## src/rtl/fir_sym_mc.sv

```systemverilog
// Multi-channel symmetric FIR: per-channel tap delay lines, one shared coefficient
// bank and a single time-multiplexed pre-add/multiply/accumulate datapath.

module fir_sym_mc_dline #(
  parameter int DATA_W   = 8,
  parameter int NUM_TAPS = 22
) (
  input  logic                             clk_i,
  input  logic                             rst_i,
  input  logic                             clr_i,
  input  logic                             shift_i,
  input  logic [DATA_W-1:0]                din_i,
  output logic [NUM_TAPS-1:0][DATA_W-1:0]  taps_o
);
  logic [NUM_TAPS-1:0][DATA_W-1:0] x_q, x_d;

  always_comb begin
    x_d = x_q;
    if (clr_i)        x_d = '0;
    else if (shift_i) x_d = {x_q[NUM_TAPS-2:0], din_i};
  end

  always_ff @(posedge clk_i or posedge rst_i)
    if (rst_i) x_q <= '0;
    else       x_q <= x_d;

  assign taps_o = x_q;
endmodule

module fir_sym_mc #(
  parameter int DATA_W   = 8,
  parameter int COEF_W   = 8,
  parameter int NUM_TAPS = 22,
  parameter int NUM_CH   = 2,
  parameter int OUT_W    = 20,
  localparam int H       = NUM_TAPS / 2,
  localparam int CH_W    = (NUM_CH > 1) ? $clog2(NUM_CH) : 1,
  localparam int AW      = (H > 1) ? $clog2(H) : 1
) (
  input  logic              CLK_Filter,
  input  logic              rst,
  input  logic              in_valid,
  output logic              in_ready,
  input  logic [CH_W-1:0]   in_ch,
  input  logic [DATA_W-1:0] in_data,
  input  logic              flush,
  input  logic              coef_we,
  input  logic [AW-1:0]     coef_addr,
  input  logic [COEF_W-1:0] coef_data,
  output logic              out_valid,
  output logic [CH_W-1:0]   out_ch,
  output logic [OUT_W-1:0]  out_data,
  output logic              out_sat
);
  localparam int PRE_W  = DATA_W + 1;
  localparam int PROD_W = PRE_W + COEF_W;
  localparam int ACC_W  = PROD_W + $clog2(H) + 1;
  localparam int SUM_W  = ((ACC_W > OUT_W) ? ACC_W : OUT_W) + 1;
  localparam int TW     = $clog2(NUM_TAPS);

  typedef enum logic [1:0] {S_IDLE, S_MAC, S_OUT} state_e;
  state_e state_q, state_d;

  logic start, mac_en, out_en, flush_en, coef_en;
  logic ch_ok, addr_ok, k_last;

  logic [CH_W-1:0]   ch_q, ch_d;
  logic [AW-1:0]     k_q, k_d;
  logic [ACC_W-1:0]  acc_q, acc_d;
  logic [H-1:0][COEF_W-1:0] coef_q;

  logic              out_valid_q;
  logic [CH_W-1:0]   out_ch_q;
  logic [OUT_W-1:0]  out_data_q;
  logic              out_sat_q;

  assign ch_ok   = ({1'b0, in_ch} < (CH_W+1)'(NUM_CH));
  assign addr_ok = ({1'b0, coef_addr} < (AW+1)'(H));
  assign k_last  = (k_q == AW'(H-1));

  // FSM: state register / next state / outputs
  always_ff @(posedge CLK_Filter or posedge rst)
    if (rst) state_q <= S_IDLE;
    else     state_q <= state_d;

  always_comb begin
    state_d = state_q;
    unique case (state_q)
      S_IDLE:  if (start)  state_d = S_MAC;
      S_MAC:   if (k_last) state_d = S_OUT;
      S_OUT:   state_d = S_IDLE;
      default: state_d = S_IDLE;
    endcase
  end

  always_comb begin
    in_ready = 1'b0;
    start    = 1'b0;
    mac_en   = 1'b0;
    out_en   = 1'b0;
    flush_en = 1'b0;
    coef_en  = 1'b0;
    unique case (state_q)
      S_IDLE: begin
        in_ready = !flush;
        // out-of-range channels still handshake but never start a calculation
        start    = in_valid && !flush && ch_ok;
        flush_en = flush;
        coef_en  = coef_we && addr_ok;
      end
      S_MAC:   mac_en = 1'b1;
      S_OUT:   out_en = 1'b1;
      default: ;
    endcase
  end

  // Per-channel delay lines
  logic [NUM_CH-1:0][NUM_TAPS-1:0][DATA_W-1:0] taps;

  for (genvar c = 0; c < NUM_CH; c++) begin : g_ch
    fir_sym_mc_dline #(.DATA_W(DATA_W), .NUM_TAPS(NUM_TAPS)) u_dline (
      .clk_i   (CLK_Filter),
      .rst_i   (rst),
      .clr_i   (flush_en),
      .shift_i (start && (in_ch == CH_W'(c))),
      .din_i   (in_data),
      .taps_o  (taps[c])
    );
  end

  always_ff @(posedge CLK_Filter or posedge rst)
    if (rst)          coef_q <= '0;
    else if (coef_en) coef_q[coef_addr] <= coef_data;

  // Shared datapath: x[k] and its mirror x[N-1-k] share coef[k]
  logic [NUM_TAPS-1:0][DATA_W-1:0] xs;
  logic [TW-1:0]     ki, kmi;
  logic [PRE_W-1:0]  pre;
  logic [PROD_W-1:0] prod;

  assign xs   = taps[ch_q];
  assign ki   = TW'(k_q);
  assign kmi  = TW'(NUM_TAPS-1) - ki;
  assign pre  = PRE_W'(xs[ki]) + PRE_W'(xs[kmi]);
  assign prod = PROD_W'(pre) * PROD_W'(coef_q[k_q]);

  always_comb begin
    ch_d  = ch_q;
    k_d   = k_q;
    acc_d = acc_q;
    if (start) begin
      ch_d  = in_ch;
      k_d   = '0;
      acc_d = '0;
    end else if (mac_en) begin
      acc_d = acc_q + ACC_W'(prod);
      k_d   = k_q + AW'(1);
    end
  end

  always_ff @(posedge CLK_Filter or posedge rst)
    if (rst) begin
      ch_q  <= '0;
      k_q   <= '0;
      acc_q <= '0;
    end else begin
      ch_q  <= ch_d;
      k_q   <= k_d;
      acc_q <= acc_d;
    end

  // Saturating output register; values hold until the next result
  logic [SUM_W-1:0] acc_ext;
  logic             sat;

  assign acc_ext = SUM_W'(acc_q);
  assign sat     = acc_ext > SUM_W'({OUT_W{1'b1}});

  always_ff @(posedge CLK_Filter or posedge rst)
    if (rst) begin
      out_valid_q <= 1'b0;
      out_ch_q    <= '0;
      out_data_q  <= '0;
      out_sat_q   <= 1'b0;
    end else begin
      out_valid_q <= out_en;
      if (out_en) begin
        out_ch_q   <= ch_q;
        out_data_q <= sat ? {OUT_W{1'b1}} : acc_ext[OUT_W-1:0];
        out_sat_q  <= sat;
      end
    end

  assign out_valid = out_valid_q;
  assign out_ch    = out_ch_q;
  assign out_data  = out_data_q;
  assign out_sat   = out_sat_q;
endmodule

```

## config.mk

```make
export PLATFORM = sky130hd
export DESIGN_NAME = fir_sym_mc
export DESIGN_NICKNAME = d
export VERILOG_FILES = /design/src/rtl/fir_sym_mc.sv
export SDC_FILE = /design/constraint.sdc
export NUM_CORES = 1
export LEC_CHECK = 0
export ABC_AREA = 1
export CAP_MARGIN = 20
export CORE_MARGIN = 5
export CORE_UTILIZATION = 60
export CTS_CLUSTER_DIAMETER = 50
export DETAILED_ROUTE_END_ITERATION = 6
export GPL_TIMING_DRIVEN = 0
export PLACE_DENSITY_LB_ADDON = 0.12
export SYNTH_ARGS = -nofsm -noshare
export SYNTH_HDL_FRONTEND = slang
export SYNTH_HIERARCHICAL = 1
export SYNTH_SLANG_ARGS = --single-unit
```

## constraint.sdc

```tcl
create_clock -name CLK_Filter -period 10.2 [get_ports CLK_Filter]
set_clock_uncertainty 0.2 [all_clocks]
set_input_delay 2.04 -clock CLK_Filter [delete_from_list [all_inputs] [get_ports CLK_Filter]]
set_output_delay 2.04 -clock CLK_Filter [all_outputs]
set_load 0.01 [all_outputs]
```

==> impl_metrics.tcl <==
set metrics [dict create \
    h-tree-depth 2 \
    tns_ps 0 \
    num_vias 27275 \
    arrival_ps 8690 \
    hold_class "register to register" \
    post_cts_resized 0 \
    synthMuxAreaShare_pct 0 \
    cts.clk_slew.worst_paths_ps 60 \
    crit_required_ps 10500 \
    worstMarginPinSlew_ps 1110 \
    drt-vias-per-instance 5.94 \
    nNetsFinal 4074 \
    reg2reg_slack_ps 1820 \
    synth_compound_area_share_pct 8.16 \
    synth-edff-count 0 \
    period_share_pct 82.2 \
    hpwl_um 73200 \
    yosysTopAreaCellShare_pct 43.4 \
    synth-simple-area-share_pct 33.7 \
    synth_seq_cells 492 \
    crit_path_max_fanout 10 \
    dpl-instance-area_mm2 0.0297 \
    layout-drive-gt1-share_pct 8.24 \
    finalCriticalPeriod_ps 8380 \
    setup_viol 0 \
    die_h_um 227 \
    drt_iter0_drc 3501 \
    yosysUniqueCellTypes 40 \
    slowest_delay_ps 600 \
    synth_most_common_cell "nand2_1" \
    grt_usage_pct 39.1 \
    syn_area_per_cell_um2 7.40 \
    relSlewSlack_pct 26.2 \
    area_delta_synth_final_pct 11.5 \
    wl_per_cell_um 22.1 \
    place_congestion 1.04 \
    antenna_found_initial 0 \
    synth.area.top_cells "dfrtp_1, nand2_1, nand3_1, fa_1, o21ai_0" \
    cp-end-kind "register" \
    syn_nets 3967 \
    status "complete, no violations" \
    maxCapViolations 0 \
    cts_made_buffers 53 \
    synthTopCellsByCount "nand2_1, nand3_1, dfrtp_1, inv_1, o21ai_0" \
    final_antenna_net_count 0 \
    tritoncts "yes" \
    max_freq_mhz 119 \
    seq_area_frac_synth_pct 43.4 \
    ys.flop_type "dfrtp_1" \
    grt_start_max_net_pins 101 \
    cp_slowest_cell "xor2_1" \
    rows 79 \
    worst-setup-path-type "register to register" \
    rsz0062_at_grt "no" \
    drc_errors 0 \
    hold_viol_final 0 \
    dr.pass1.iters 6 \
    design_area_mm2 0.0316 \
    cts_root_buffer "clkbuf_16" \
    netlist_area_mm2 0.0283 \
    hold_buffers 0 \
    wl_um 101000 \
    floorplan.initialDensity_pct 60.8 \
    synth_top_family_by_area "simple AND/OR/NAND/NOR gates" \
    clock_sinks 492 \
    die_area_mm2 0.0517 \
    start_kind "register" \
    coreArea_mm2 0.0467 \
    post_cts_buffers 0 \
    io_buffers 49 \
    synthAdderAreaFrac_pct 6.48 \
    grt_pass1_vias 26022 \
    slew_viol_final 0 \
    cts_buffer_depth 3 \
    syn_inst 3829 \
    yosys.area_share.xor_xnor_pct 0.212 \
    top_level_ports 50 \
    synth_top_area_cell "dfrtp_1" \
    gr-total-overflow 0 \
    async_reset_ff_share_pct 100 \
    clock_latency_ps 650 \
    yosys_warnings 6 \
    die_w_um 227 \
    grt_pass1_wl_um 154000 \
]
-- critical path: cells and delay by family, from the launching register on --
kind	cells	cell delay (ps)
adder cells (fa/ha/maj)	7	3220
buffers and inverters	7	1590
AND/OR/NAND/NOR	11	1550
XOR/XNOR	1	600
AO/OA/AOI/OAI	3	550
flip-flops	1	520
-- final timing paths --
path / startpoint / end / cells past startpoint
worst max-delay path: k_q[1] / acc_q[10] / 29
worst min-delay path: g_ch[1].u_dline/taps_o[174] / g_ch[1].u_dline/taps_o[174] / 2
worst max register to register: k_q[1] / acc_q[10] / 29
worst min register to register: g_ch[1].u_dline/taps_o[174] / g_ch[1].u_dline/taps_o[174] / 2
max in group asynchronous: rst / g_ch[1].u_dline/taps_o[32] / 3
min in group asynchronous: rst / g_ch[0].u_dline/taps_o[170] / 2
-- placed cells by master (no fill, tap or decap), types with 4 or more instances in the layout --
master / Yosys / routed
dfrtp_1: 492 / 492
o211ai_1: 85 / 85
nor2_1: 214 / 214
inv_1: 240 / 237
o21ai_1: 6 / 6
ha_1: 54 / 54
buf_2: 108 / 108
nor2_2: 4 / 4
o221ai_1: 11 / 11
clkbuf_1: 51 / 60
clkinv_2: 0 / 9
a21oi_1: 46 / 46
buf_4: 72 / 72
clkbuf_8: 0 / 11
clkbuf_16: 0 / 53
fa_1: 58 / 58
nand4_1: 6 / 6
xor2_1: 4 / 4
bufinv_16: 0 / 6
clkinv_4: 0 / 4
a22o_1: 4 / 4
inv_2: 7 / 7
or2_2: 31 / 31
and2_1: 4 / 4
nand2_1: 1519 / 1519
o22ai_1: 17 / 17
clkdlybuf4s50_1: 0 / 49
nand3_1: 534 / 534
o21ai_0: 227 / 227
buf_1: 12 / 12
-- state kept, by name, indices dropped and copies added, names as in the netlist --
signal and count:
acc_q 22, g_ch.u_dline/taps_o 352, k_q 4, out_ch 1, out_valid 1, out_sat 1, out_data 20, ch_q 1
state_q 2, coef_q 88
-- through the flow --
stage	setup slack (ps)	util (%)	hold slack, ps	instances
2_1_floorplan	3190	-	237	3829
3_3_place_gp	645	63.4	254	4485
3_5_place_dp	1970	63.7	259	4488
4_1_cts	1960	67.7	275	4587
5_1_grt	1440	67.7	286	4587
6_report	1820	67.8	272	4589
-- layout make-up --
| type | instances | area, µm² |
|---|---|---|
| inverter | 249 | 955 |
| clock buffer | 73 | 1510 |
| buffer | 246 | 1350 |
| timing repair buffer | 52 | 573 |
| multi-input combinational | 2842 | 13800 |
| tap | 607 | 759 |
| antenna | 2 | 5.00 |
| sequential | 492 | 12300 |
| clock inverter | 26 | 395 |
| fill | 4074 | 15000 |
-- metal layers --
layer  part of all wire, %  track usage [%]  vias up  wire (µm)
met3                   9.4             8.01      379       9540
met5                     0                0        -          0
met2                    46             62.2     1551      46500
li1                      -                -    12500          -
met1                    38             51.1    12845      38700
met4                   6.4             20.6        0       6510
-- kinds of logic after synthesis --
| kind of cell | Yosys count |
|---|---|
| buffers and inverters | 495 |
| XOR/XNOR | 6 |
| flip-flops | 492 |
| AO/OA/AOI/OAI | 401 |
| adder cells (fa/ha/maj) | 112 |
| AND/OR/NAND/NOR | 2323 |
Power is left out: the tool's default activity adds up to more than one toggle a clock period on the data nets, which glitch-free logic cannot reach.
